===== src/rtl/voice_allocator.sv =====
// Voice allocator: assigns note events to voices, steals the oldest voice when full, and sweeps
// the per-voice key/note/velocity table. Define SUSTAIN_PEDAL_EN to add the sustain pedal.
module voice_allocator #(
  parameter int unsigned NUM_VOICES = 16,
  parameter int unsigned AGE_W      = 8
) (
  input  logic       clk,
  input  logic       reset,
  input  logic       ev_valid,
  output logic       ev_ready,
  input  logic       ev_note_on,
  input  logic [6:0] ev_note,
  input  logic [6:0] ev_velocity,
`ifdef SUSTAIN_PEDAL_EN
  input  logic       sustain_pedal,
`endif
  output logic [7:0] voice_index,
  output logic       key_state,
  output logic [6:0] voice_note,
  output logic [6:0] voice_velocity,
  output logic       steal_pulse
);

  localparam int unsigned IDX_W = (NUM_VOICES > 1) ? $clog2(NUM_VOICES) : 1;
  localparam int unsigned CNT_W = $clog2(NUM_VOICES + 2);
  localparam logic [IDX_W-1:0] LAST_IDX  = IDX_W'(NUM_VOICES - 1);
  localparam logic [CNT_W-1:0] KILL_LAST = CNT_W'(NUM_VOICES);
  localparam logic [AGE_W-1:0] AGE_MAX   = '1;

  typedef enum logic [1:0] {StIdle, StSearch, StCommit, StKill} state_e;

  state_e state_q, state_d;

  // Per-voice table
  logic [NUM_VOICES-1:0] gate_q;
  logic [NUM_VOICES-1:0] kill_q;
  logic [6:0]            note_q [NUM_VOICES];
  logic [6:0]            vel_q  [NUM_VOICES];
  logic [AGE_W-1:0]      age_q  [NUM_VOICES];

  // Captured event and search results
  logic             op_on_q;
  logic [6:0]       ev_note_q;
  logic [6:0]       ev_vel_q;
  logic [IDX_W-1:0] scan_q;
  logic [CNT_W-1:0] kill_cnt_q;
  logic             match_found_q, free_found_q, old_found_q;
  logic [IDX_W-1:0] match_idx_q, free_idx_q, old_idx_q;
  logic [AGE_W-1:0] old_age_q;

  logic             ev_ready_q;
  logic             steal_pulse_q;
  logic [IDX_W-1:0] sweep_q;
  logic [7:0]       voice_index_q;
  logic             key_state_q;
  logic [6:0]       voice_note_q;
  logic [6:0]       voice_velocity_q;

  logic             accept;
  logic             rel_start;
  logic             launch;
  logic             do_steal;
  logic             scan_hit;
  logic [IDX_W-1:0] commit_idx;

  assign accept   = ev_valid && ev_ready_q;
  assign launch   = accept || rel_start;
  assign do_steal = op_on_q && !match_found_q && !free_found_q;
  assign scan_hit = gate_q[scan_q] && (note_q[scan_q] == ev_note_q);
  assign commit_idx = match_found_q ? match_idx_q :
                      free_found_q  ? free_idx_q  : old_idx_q;

`ifdef SUSTAIN_PEDAL_EN
  logic [NUM_VOICES-1:0] held_q;
  logic                  pedal_prev_q;
  logic                  pedal_ev_q;
  logic                  op_rel_q;

  // A pedal release only launches from idle; if busy, the edge is held until we return.
  assign rel_start = (state_q == StIdle) && !accept && pedal_prev_q && !sustain_pedal;

  always_ff @(posedge clk or posedge reset) begin
    if (reset) begin
      pedal_prev_q <= 1'b0;
      pedal_ev_q   <= 1'b0;
      op_rel_q     <= 1'b0;
    end else begin
      if ((state_q == StIdle) && !accept) pedal_prev_q <= sustain_pedal;
      if (accept) begin
        pedal_ev_q <= sustain_pedal;
        op_rel_q   <= 1'b0;
      end else if (rel_start) begin
        op_rel_q   <= 1'b1;
      end
    end
  end
`else
  assign rel_start = 1'b0;
`endif

  always_comb begin
    state_d = state_q;
    case (state_q)
      StIdle:   if (launch) state_d = StSearch;
      StSearch: if (scan_q == LAST_IDX) state_d = StCommit;
      StCommit: state_d = do_steal ? StKill : StIdle;
      StKill:   if (kill_cnt_q == KILL_LAST) state_d = StIdle;
      default:  state_d = StIdle;
    endcase
  end

  always_ff @(posedge clk or posedge reset) begin
    if (reset) begin
      state_q       <= StIdle;
      ev_ready_q    <= 1'b1;
      steal_pulse_q <= 1'b0;
      op_on_q       <= 1'b0;
      ev_note_q     <= '0;
      ev_vel_q      <= '0;
      scan_q        <= '0;
      kill_cnt_q    <= '0;
      match_found_q <= 1'b0;
      free_found_q  <= 1'b0;
      old_found_q   <= 1'b0;
      match_idx_q   <= '0;
      free_idx_q    <= '0;
      old_idx_q     <= '0;
      old_age_q     <= '0;
    end else begin
      state_q       <= state_d;
      // Registered so ready rises one cycle after the FSM is back in idle.
      ev_ready_q    <= (state_q == StIdle) && !launch;
      steal_pulse_q <= (state_q == StCommit) && do_steal;
      kill_cnt_q    <= (state_q == StKill) ? kill_cnt_q + 1'b1 : '0;
      if (accept) begin
        op_on_q   <= ev_note_on;
        ev_note_q <= ev_note;
        ev_vel_q  <= ev_velocity;
      end else if (rel_start) begin
        op_on_q   <= 1'b0;
      end
      if (launch) begin
        scan_q        <= '0;
        match_found_q <= 1'b0;
        free_found_q  <= 1'b0;
        old_found_q   <= 1'b0;
        old_age_q     <= '0;
      end else if (state_q == StSearch) begin
        scan_q <= scan_q + 1'b1;
        if (scan_hit && !match_found_q) begin
          match_found_q <= 1'b1;
          match_idx_q   <= scan_q;
        end
        if (!gate_q[scan_q] && !kill_q[scan_q] && !free_found_q) begin
          free_found_q <= 1'b1;
          free_idx_q   <= scan_q;
        end
        // Strict compare keeps the lowest index on equal ages.
        if (gate_q[scan_q] && (!old_found_q || (age_q[scan_q] > old_age_q))) begin
          old_found_q <= 1'b1;
          old_idx_q   <= scan_q;
          old_age_q   <= age_q[scan_q];
        end
      end
    end
  end

  always_ff @(posedge clk or posedge reset) begin
    if (reset) begin
      gate_q <= '0;
      kill_q <= '0;
`ifdef SUSTAIN_PEDAL_EN
      held_q <= '0;
`endif
      for (int v = 0; v < NUM_VOICES; v++) begin
        note_q[v] <= '0;
        vel_q[v]  <= '0;
        age_q[v]  <= '0;
      end
    end else begin
      case (state_q)
        StSearch: begin
`ifdef SUSTAIN_PEDAL_EN
          if (op_rel_q) begin
            if (held_q[scan_q]) begin
              gate_q[scan_q] <= 1'b0;
              held_q[scan_q] <= 1'b0;
            end
          end else if (!op_on_q && scan_hit) begin
            if (pedal_ev_q) held_q[scan_q] <= 1'b1;
            else            gate_q[scan_q] <= 1'b0;
          end
`else
          if (!op_on_q && scan_hit) gate_q[scan_q] <= 1'b0;
`endif
        end
        StCommit: begin
          if (op_on_q) begin
            for (int v = 0; v < NUM_VOICES; v++) begin
              if (gate_q[v] && (IDX_W'(v) != commit_idx) && (age_q[v] != AGE_MAX)) begin
                age_q[v] <= age_q[v] + 1'b1;
              end
            end
            age_q[commit_idx] <= '0;
            vel_q[commit_idx] <= ev_vel_q;
            if (!match_found_q) note_q[commit_idx] <= ev_note_q;
`ifdef SUSTAIN_PEDAL_EN
            held_q[commit_idx] <= 1'b0;
`endif
            if (do_steal) begin
              gate_q[commit_idx] <= 1'b0;
              kill_q[commit_idx] <= 1'b1;
            end else begin
              gate_q[commit_idx] <= 1'b1;
            end
          end
        end
        StKill: begin
          if (kill_cnt_q == KILL_LAST) begin
            gate_q[commit_idx] <= 1'b1;
            kill_q[commit_idx] <= 1'b0;
            age_q[commit_idx]  <= '0;
          end
        end
        default: ;
      endcase
    end
  end

  // Free-running sweep; outputs lag the counter by one cycle.
  always_ff @(posedge clk or posedge reset) begin
    if (reset) begin
      sweep_q          <= '0;
      voice_index_q    <= '0;
      key_state_q      <= 1'b0;
      voice_note_q     <= '0;
      voice_velocity_q <= '0;
    end else begin
      sweep_q          <= (sweep_q == LAST_IDX) ? '0 : sweep_q + 1'b1;
      voice_index_q    <= 8'(sweep_q);
      key_state_q      <= gate_q[sweep_q];
      voice_note_q     <= note_q[sweep_q];
      voice_velocity_q <= vel_q[sweep_q];
    end
  end

  assign ev_ready       = ev_ready_q;
  assign steal_pulse    = steal_pulse_q;
  assign voice_index    = voice_index_q;
  assign key_state      = key_state_q;
  assign voice_note     = voice_note_q;
  assign voice_velocity = voice_velocity_q;

endmodule


===== config.mk =====
export PLATFORM = sky130hd
export DESIGN_NAME = voice_allocator
export DESIGN_NICKNAME = d
export VERILOG_FILES = /design/src/rtl/voice_allocator.sv
export SDC_FILE = /design/constraint.sdc
export NUM_CORES = 1
export LEC_CHECK = 0
export ABC_AREA = 1
export BUFFER_PORTS_ARGS = -buffer_cell sky130_fd_sc_hd__buf_2
export CAP_MARGIN = 25
export CORE_AREA = 2 2 215 217
export CTS_BUF_LIST = sky130_fd_sc_hd__clkbuf_4
export CTS_CLUSTER_SIZE = 12
export DETAILED_ROUTE_END_ITERATION = 6
export DIE_AREA = 0 0 217 219
export GPL_ROUTABILITY_DRIVEN = 0
export GPL_TIMING_DRIVEN = 0
export PLACE_DENSITY_LB_ADDON = 0.05
export SLEW_MARGIN = 20
export SYNTH_ARGS = -nofsm -noshare
export SYNTH_HDL_FRONTEND = slang
export SYNTH_SLANG_ARGS = --single-unit

===== constraint.sdc =====
create_clock -name clk -period 34.3 [get_ports clk]
set_input_delay 6.86 -clock clk [delete_from_list [all_inputs] [get_ports clk]]
set_output_delay 6.86 -clock clk [all_outputs]
set_load 0.03 [all_outputs]

==> flow_summary.json, run 1 <==
{
  "status": "completed",
  "worstPathArrival_ns": 1.72,
  "drtPass1Iterations": 7,
  "cts_hold_buf": 0,
  "ios": 43,
  "mostFrequentLayoutCells": "nand2_1 (739), o21ai_0 (547), dfrtp_1 (457)",
  "syn_avg_cell_area_sq_um": 7.46,
  "slowest_delay_ns": 0.52,
  "via_per_inst": 5.93,
  "hold_class": "register to register",
  "grt.overflow.total": 0,
  "port_buffers": 38,
  "ant_nets": 0,
  "synthToLayoutAreaGrowth_pct": 11.2,
  "grt_max_degree": 111,
  "ys_warn_count": 0,
  "dp_hpwl_um": 60600,
  "leakage_nw": 12.8,
  "ys_seq_elements": 458,
  "peakVddDrop_uv": 62.2,
  "grt_pass1_wl_um": 130000,
  "clk_pin_slew_worst_paths_ns": 0.06,
  "htree_levels": 4,
  "r2r-start": "scan_q[1]",
  "instances_no_fill": 4170,
  "rsz0062_at_grt": "no",
  "drt_iter0_drc": 3340,
  "routedWlPerCell_um": 20.2,
  "die_area_sq_um": 47500,
  "maxSlewHeadroom": 0.278,
  "crit_type": "register to output pin",
  "end_kind": "output pin",
  "finalCritPeriodShare": 0.250,
  "drive_above_1_share": 0.108,
  "postCtsResizedCells": 0,
  "synthTopCellsByArea": "dfrtp_1 (46%), nand2_1 (11%), o21ai_0 (11%), a21oi_1 (5.9%), inv_1 (5.0%)",
  "dp.cells": 3945,
  "dr_total_vias": 24711,
  "drc": 0,
  "fin_setup_tns_ns": 0,
  "hold-path-endpoint": "voice_index[0]",
  "power_density_nw_per_um2": 72.7,
  "nets": 3527,
  "startpoint_type": "register",
  "crit_fanout": 2,
  "rows": 78,
  "whs_path_depth": 0,
  "cp.required_ns": 27.44,
  "critical_path.cell_chain": "buf_2",
  "cp_num_buf_inv": 1,
  "fmax_mhz": 117,
  "crit_family": "flip-flops",
  "setup_viol": 0,
  "grt_use_total": 0.360,
  "r2r_end": "old_idx_q[2]",
  "n_fill_cell": 4291,
  "wirelength_um": 84300,
  "finClkSkew_ns": 0.0447,
  "finalHoldViolCount": 0,
  "clock_sinks": 458,
  "worstSkewPairLatency_ns": 1.04,
  "min-delay-start": "sweep_q[0]",
  "synth.top_cell.area_share": 0.465,
  "synth_edf_count": 0,
  "cpMaxStageDelayCell": "dfstp_2",
  "initial_core_util": 0.546,
  "synth_top_area_cell": "dfrtp_1",
  "yosysUniqueCellTypes": 48,
  "clockBufferDepth": 3,
  "cts_root_buffer": "clkbuf_4",
  "grt_pass1_vias": 23377,
  "final_max_slew_viol_count": 0,
  "synth_flop_cell": "dfrtp_1",
  "cts_tree": "built",
  "die_h_um": 219,
  "core-area_sq_um": 45100,
  "maxCapViolations": 0,
  "netlist_area_sq_um": 24600,
  "worstMarginPinSlew_ns": 1.08,
  "cts_buffers": 131,
  "min_period_ns": 8.58,
  "synthArstFlopShare": 1.00,
  "reg2reg_depth": 18,
  "yosysSeqAreaShare": 0.466,
  "syn_inst": 3299,
  "die_w_um": 217,
  "postCtsSetupRepairBufs": 0,
  "final_common_cell": "nand2_1",
  "antenna_found_initial": 2,
  "regToRegSetupSlack_ns": 29.68
}
## layout make-up
class	count	area [sq um]	share of cell area
clock inverter	29	225	0.00823
multi-input combinational	2317	11000	0.403
timing repair buffer	43	328	0.0120
buffer	168	791	0.0289
clock buffer	189	1420	0.0518
inverter	359	1360	0.0496
antenna	7	17.5	0.000640
sequential	458	11500	0.419
tap	600	751	0.0274
## routing by layer
layer / vias to the layer above / global-route usage / wire length [um]
li1: 11288 / - / -
met1: 11639 / 0.496 / 34600
met2: 1453 / 0.515 / 35000
met3: 331 / 0.0952 / 10100
met4: 0 / 0.202 / 4540
met5: - / 0 / 0
## through the flow
step           power, mW   util  setup slack [ns]  hold slack (ns)  area, sq um
2_1_floorplan       1.18      -             14.67            0.378        24600
5_1_grt             2.10  0.607             25.68            0.428        27400
4_1_cts             1.97  0.606             25.68            0.418        27300
6_report            1.99  0.607             25.72            0.412        27400
3_3_place_gp        1.42  0.567              9.66            0.403        25600
3_5_place_dp        1.44  0.570             25.65            0.405        25700
## Yosys cell counts, types with 19 or more instances
cell type / instances
a21oi_1: 292
dfrtp_1: 457
nand3_1: 159
o21a_1: 19
buf_1: 21
inv_2: 23
ha_1: 31
nand4_1: 22
inv_1: 329
nor2_1: 278
nand2_1: 739
o21ai_1: 38
nor2_2: 30
nor3_1: 35
clkbuf_1: 89
buf_2: 38
o211ai_1: 19
o21ai_0: 547
## worst reg2reg max path, cell delays in order, from the launching register on
cell and delay [ns]:
dfrtp_1 0.44, inv_1 0.16, buf_2 0.36, buf_1 0.49
clkbuf_1 0.60, o21ai_0 0.19, o22ai_1 0.26, nand2_1 0.11
nand4_1 0.25, ha_1 0.30, a21oi_1 0.16, o21a_1 0.13
nor2_1 0.04, o32ai_1 0.14, nand2_1 0.09, nand2_1 0.07
clkinv_1 0.22, nand2_1 0.33, o21ai_0 0.14
## power breakdown
part	internal (mW)	switching (mW)	leakage [nW]
combinational	0.210	0.570	5.56
sequential	0.628	0.0604	6.28
clock	0.281	0.242	0.972
total	1.12	0.872	12.8
## logic make-up (layout without fill, tap and decap cells)
family | count (synthesis) | in the layout | synth area share
adders and majority gates | 31 | 31 | 0.0158
DFF | 458 | 458 | 0.466
xor gates and xnor gates | 14 | 14 | 0.00498
AOI/OAI and AO/OA | 966 | 966 | 0.206
buffers and inverters | 527 | 788 | 0.0870
other | 1 | 11 | 0.000152
and+or+nand+nor | 1302 | 1302 | 0.220
## worst max-delay path by stage
stage | from | endpoint | slack, ns | cells past startpoint
after global routing | ev_ready | ev_ready | 25.68 | 1
after CTS | ev_ready | ev_ready | 25.68 | 1
after detailed placement | ev_valid | old_idx_q[1] | 25.65 | 8
after floorplan | reset | asynchronous set/reset pin | 14.67 | 1
after global placement | reset | age_q[106] | 9.66 | 2
final | ev_ready | ev_ready | 25.72 | 1
## state kept, by name (all words and copies together), names as in the netlist, 7 cells and up, named ones only
name / flops
gate_q: 16
voice_note: 7
voice_velocity: 7
old_age_q: 8
ev_note_q: 7
ev_vel_q: 7
note_q: 112
age_q: 128
vel_q: 112
Note: power is estimated with default switching activity, not from simulation.
==> inputs of run 2 (changes only) <==
--- a/config.mk
+++ b/config.mk
@@ -5,14 +5,14 @@
 export SDC_FILE = /design/constraint.sdc
 export NUM_CORES = 1
 export LEC_CHECK = 0
-export ABC_AREA = 1
+export ABC_AREA = 0
 export BUFFER_PORTS_ARGS = -buffer_cell sky130_fd_sc_hd__buf_2
 export CAP_MARGIN = 25
-export CORE_AREA = 2 2 215 217
+export CORE_AREA = 2 2 211 213
 export CTS_BUF_LIST = sky130_fd_sc_hd__clkbuf_4
 export CTS_CLUSTER_SIZE = 12
 export DETAILED_ROUTE_END_ITERATION = 6
-export DIE_AREA = 0 0 217 219
+export DIE_AREA = 0 0 213 215
 export GPL_ROUTABILITY_DRIVEN = 0
 export GPL_TIMING_DRIVEN = 0
 export PLACE_DENSITY_LB_ADDON = 0.05
==> constraint.sdc (replaced) <==
create_clock -name clk -period 6.9 [get_ports clk]
set_input_delay 1.38 -clock clk [delete_from_list [all_inputs] [get_ports clk]]
set_output_delay 1.38 -clock clk [all_outputs]
set_load 0.03 [all_outputs]
==> run 2 against run 1 <==
Compared with the run above:
- utilization is essentially flat
- sequential share of layout area up 1.4 points
- register-to-register slack lost 28 ns
==> flow_summary.json, run 2 <==
{
  "crit_end": "old_age_q[6]",
  "initial_core_util": 0.541,
  "core-area_sq_um": 43600,
  "die_h_um": 215,
  "ys_warn_count": 0,
  "hold_class": "register to register",
  "fmax_mhz": 189,
  "finClkSkew_ns": 0.0491,
  "synth_top_family_by_area": "multiplexers",
  "routedWlPerCell_um": 23.6,
  "grt.overflow.total": 0,
  "regToRegSetupSlack_ns": 1.60,
  "cts_buffers": 120,
  "end_kind": "register",
  "top_regs": "age_q (128), note_q (112), vel_q (112)",
  "yosysUniqueCellTypes": 72,
  "nets": 2114,
  "multiInputGateArea_sq_um": 11500,
  "final_common_cell": "dfrtp_1",
  "dp_hpwl_um": 46400,
  "drc": 0,
  "synthToLayoutAreaGrowth_pct": 12.1,
  "leakage_nw": 12.3,
  "fin_setup_tns_ns": 0,
  "finalCritPeriodShare": 0.768,
  "maxCapViolations": 0,
  "synth_most_common_cell": "dfrtp_1",
  "mostFrequentLayoutCells": "dfrtp_1 (457), mux2_2 (244), nor2_1 (184)",
  "maxSlewHeadroom": 0.244,
  "grt_max_degree": 36,
  "ys_top_cells_by_count": "dfrtp_1 (457), mux2_2 (244), nor2_1 (186)",
  "post-place-ws_ns": 1.64,
  "cts_root_buffer": "clkbuf_4",
  "rsz0062_at_grt": "no",
  "die_area_sq_um": 45800,
  "drtPass1Iterations": 5,
  "clock_sinks": 458,
  "grt_pass1_wl_um": 101000,
  "rows": 77,
  "htree_levels": 3,
  "synthTopCellsByArea": "dfrtp_1 (48%), mux4_2 (12%), mux2_2 (12%), nor2_1 (3.0%), nand2_1 (2.6%)",
  "die_w_um": 213,
  "crit_type": "register to register",
  "postCtsSetupRepairBufs": 0,
  "power_mw": 7.76,
  "netlist_area_sq_um": 23600,
  "synth.top_cell.area_share": 0.484,
  "synth_fa_ha_area_frac": 0.0164,
  "synthXorXnorAreaFrac": 0.0419,
  "port_buffers": 38,
  "clk_pin_slew_worst_paths_ns": 0.07,
  "startpoint_type": "register",
  "synth_flop_cell": "dfrtp_1",
  "crit_fanout": 10,
  "grt_use_total": 0.295,
  "wirelength_um": 65000,
  "yosysSeqAreaShare": 0.485,
  "r2r_end": "old_age_q[6]",
  "synth_top_area_cell": "dfrtp_1",
  "clockBufferDepth": 3,
  "cts_hold_buf": 0,
  "synthMuxAreaShare": 0.272,
  "r2r-start": "scan_q[1]",
  "worstPathArrival_ns": 6.01,
  "power_density_nw_per_um2": 293,
  "regMostFlops": "age_q",
  "synthArstFlopShare": 1.00,
  "cts_tree": "built",
  "cp.required_ns": 7.61,
  "postCtsResizedCells": 0,
  "ios": 43,
  "setup_ws_ns": 1.60,
  "via_per_inst": 5.99,
  "synth_compound_area_frac": 0.0488,
  "syn_avg_cell_area_sq_um": 12.5,
  "reg2reg_depth": 16,
  "setup_viol": 0,
  "n_fill_cell": 3651,
  "dr_total_vias": 16520,
  "synth_edf_count": 0,
  "peakVddDrop_uv": 157,
  "startpoint": "scan_q[1]",
  "status": "completed",
  "largest_reg_flops": 128,
  "finalHoldViolCount": 0,
  "ant_nets": 0,
  "min_period_ns": 5.30,
  "regArea_sq_um": 11500,
  "synth_simple_gate_area_frac": 0.106,
  "worstMarginPinSlew_ns": 1.13,
  "antenna_found_initial": 1,
  "final_max_slew_viol_count": 0,
  "drt_iter0_drc": 1216,
  "drive_above_1_share": 0.321,
  "syn_inst": 1882,
  "worstSkewPairLatency_ns": 0.90,
  "worst_hold_slack_ns": 0.398,
  "grt_pass1_vias": 16765,
  "ys_seq_elements": 458
}
==> run 2: cell types whose count changed after synthesis, moves of 53 or more <==
cell	previous run	this run
xor2_1	12	65
inv_1	329	30
a21oi_1	292	58
mux4_2	0	131
mux2_2	0	244
nor2_1	278	186
mux2i_1	0	56
nand3_1	159	41
nand2_1	739	164
o21ai_0	547	29
==> run 2: report_power, final <==
part / internal [mW] / leakage, nW / total [mW] / switching (mW)
sequential: 2.93 / 6.34 / 3.18 / 0.249
combinational: 0.862 / 5.06 / 2.25 / 1.38
clock: 1.17 / 0.904 / 2.33 / 1.16
==> run 2: layout make-up <==
class                           count  area share
Timing Repair Buffer               58      0.0214
Clock inverter                     42     0.00718
Antenna cell                        5    0.000472
Multi-Input combinational cell   1292       0.433
Clock buffer                      176      0.0499
Buffer                            104      0.0227
Inverter                           31     0.00454
Tap cell                          592      0.0280
Sequential cell                   458       0.433
==> run 2: worst min path at each step <==
stage,start,slack [ns],depth (start not counted),to
final,sweep_q[3],0.40,0,voice_index[3]
after global routing,sweep_q[3],0.41,0,voice_index[3]
after CTS,sweep_q[3],0.40,0,voice_index[3]
after detailed placement,sweep_q[3],0.38,0,voice_index[3]
after global placement,sweep_q[3],0.39,0,voice_index[3]
after floorplan,sweep_q[2],0.35,0,voice_index[2]
==> run 2: cell families after synthesis <==
family | after synthesis
other | 1
AND/OR/NAND/NOR | 536
flip-flops | 458
XOR/XNOR | 113
buffers and inverters | 135
adder cells (fa/ha/maj) | 31
multiplexers | 437
AO/OA/AOI/OAI | 171
==> run 2: worst max-delay path, stage by stage, from the launching register on <==
cell      delay [ns]
dfrtp_1         0.57
buf_6           0.25
buf_8           0.22
buf_2           0.32
buf_1           0.72
mux4_2          0.49
mux4_2          0.52
ha_1            0.31
a21oi_1         0.14
nor2b_1         0.06
o21ai_0         0.14
nand2b_1        0.07
o22a_1          0.26
o211ai_1        0.49
buf_4           0.27
mux2i_1         0.20
nor2_1          0.05
==> run 2: stage by stage <==
step | utilization | cells | cell area, sq um
global placement | 0.563 | 2515 | 24600
detailed placement | 0.571 | 2534 | 24900
floorplan | - | 1885 | 23600
finish | 0.607 | 2758 | 26500
CTS | 0.606 | 2752 | 26500
global route | 0.607 | 2754 | 26500
==> run 2: metal layers <==
layer  up-vias  share of wire  GRT usage
li1       7325              -          -
met1      8470           0.43      0.406
met2       581           0.47      0.459
met3       144          0.061     0.0647
met4         0          0.035      0.119
met5         -              0          0
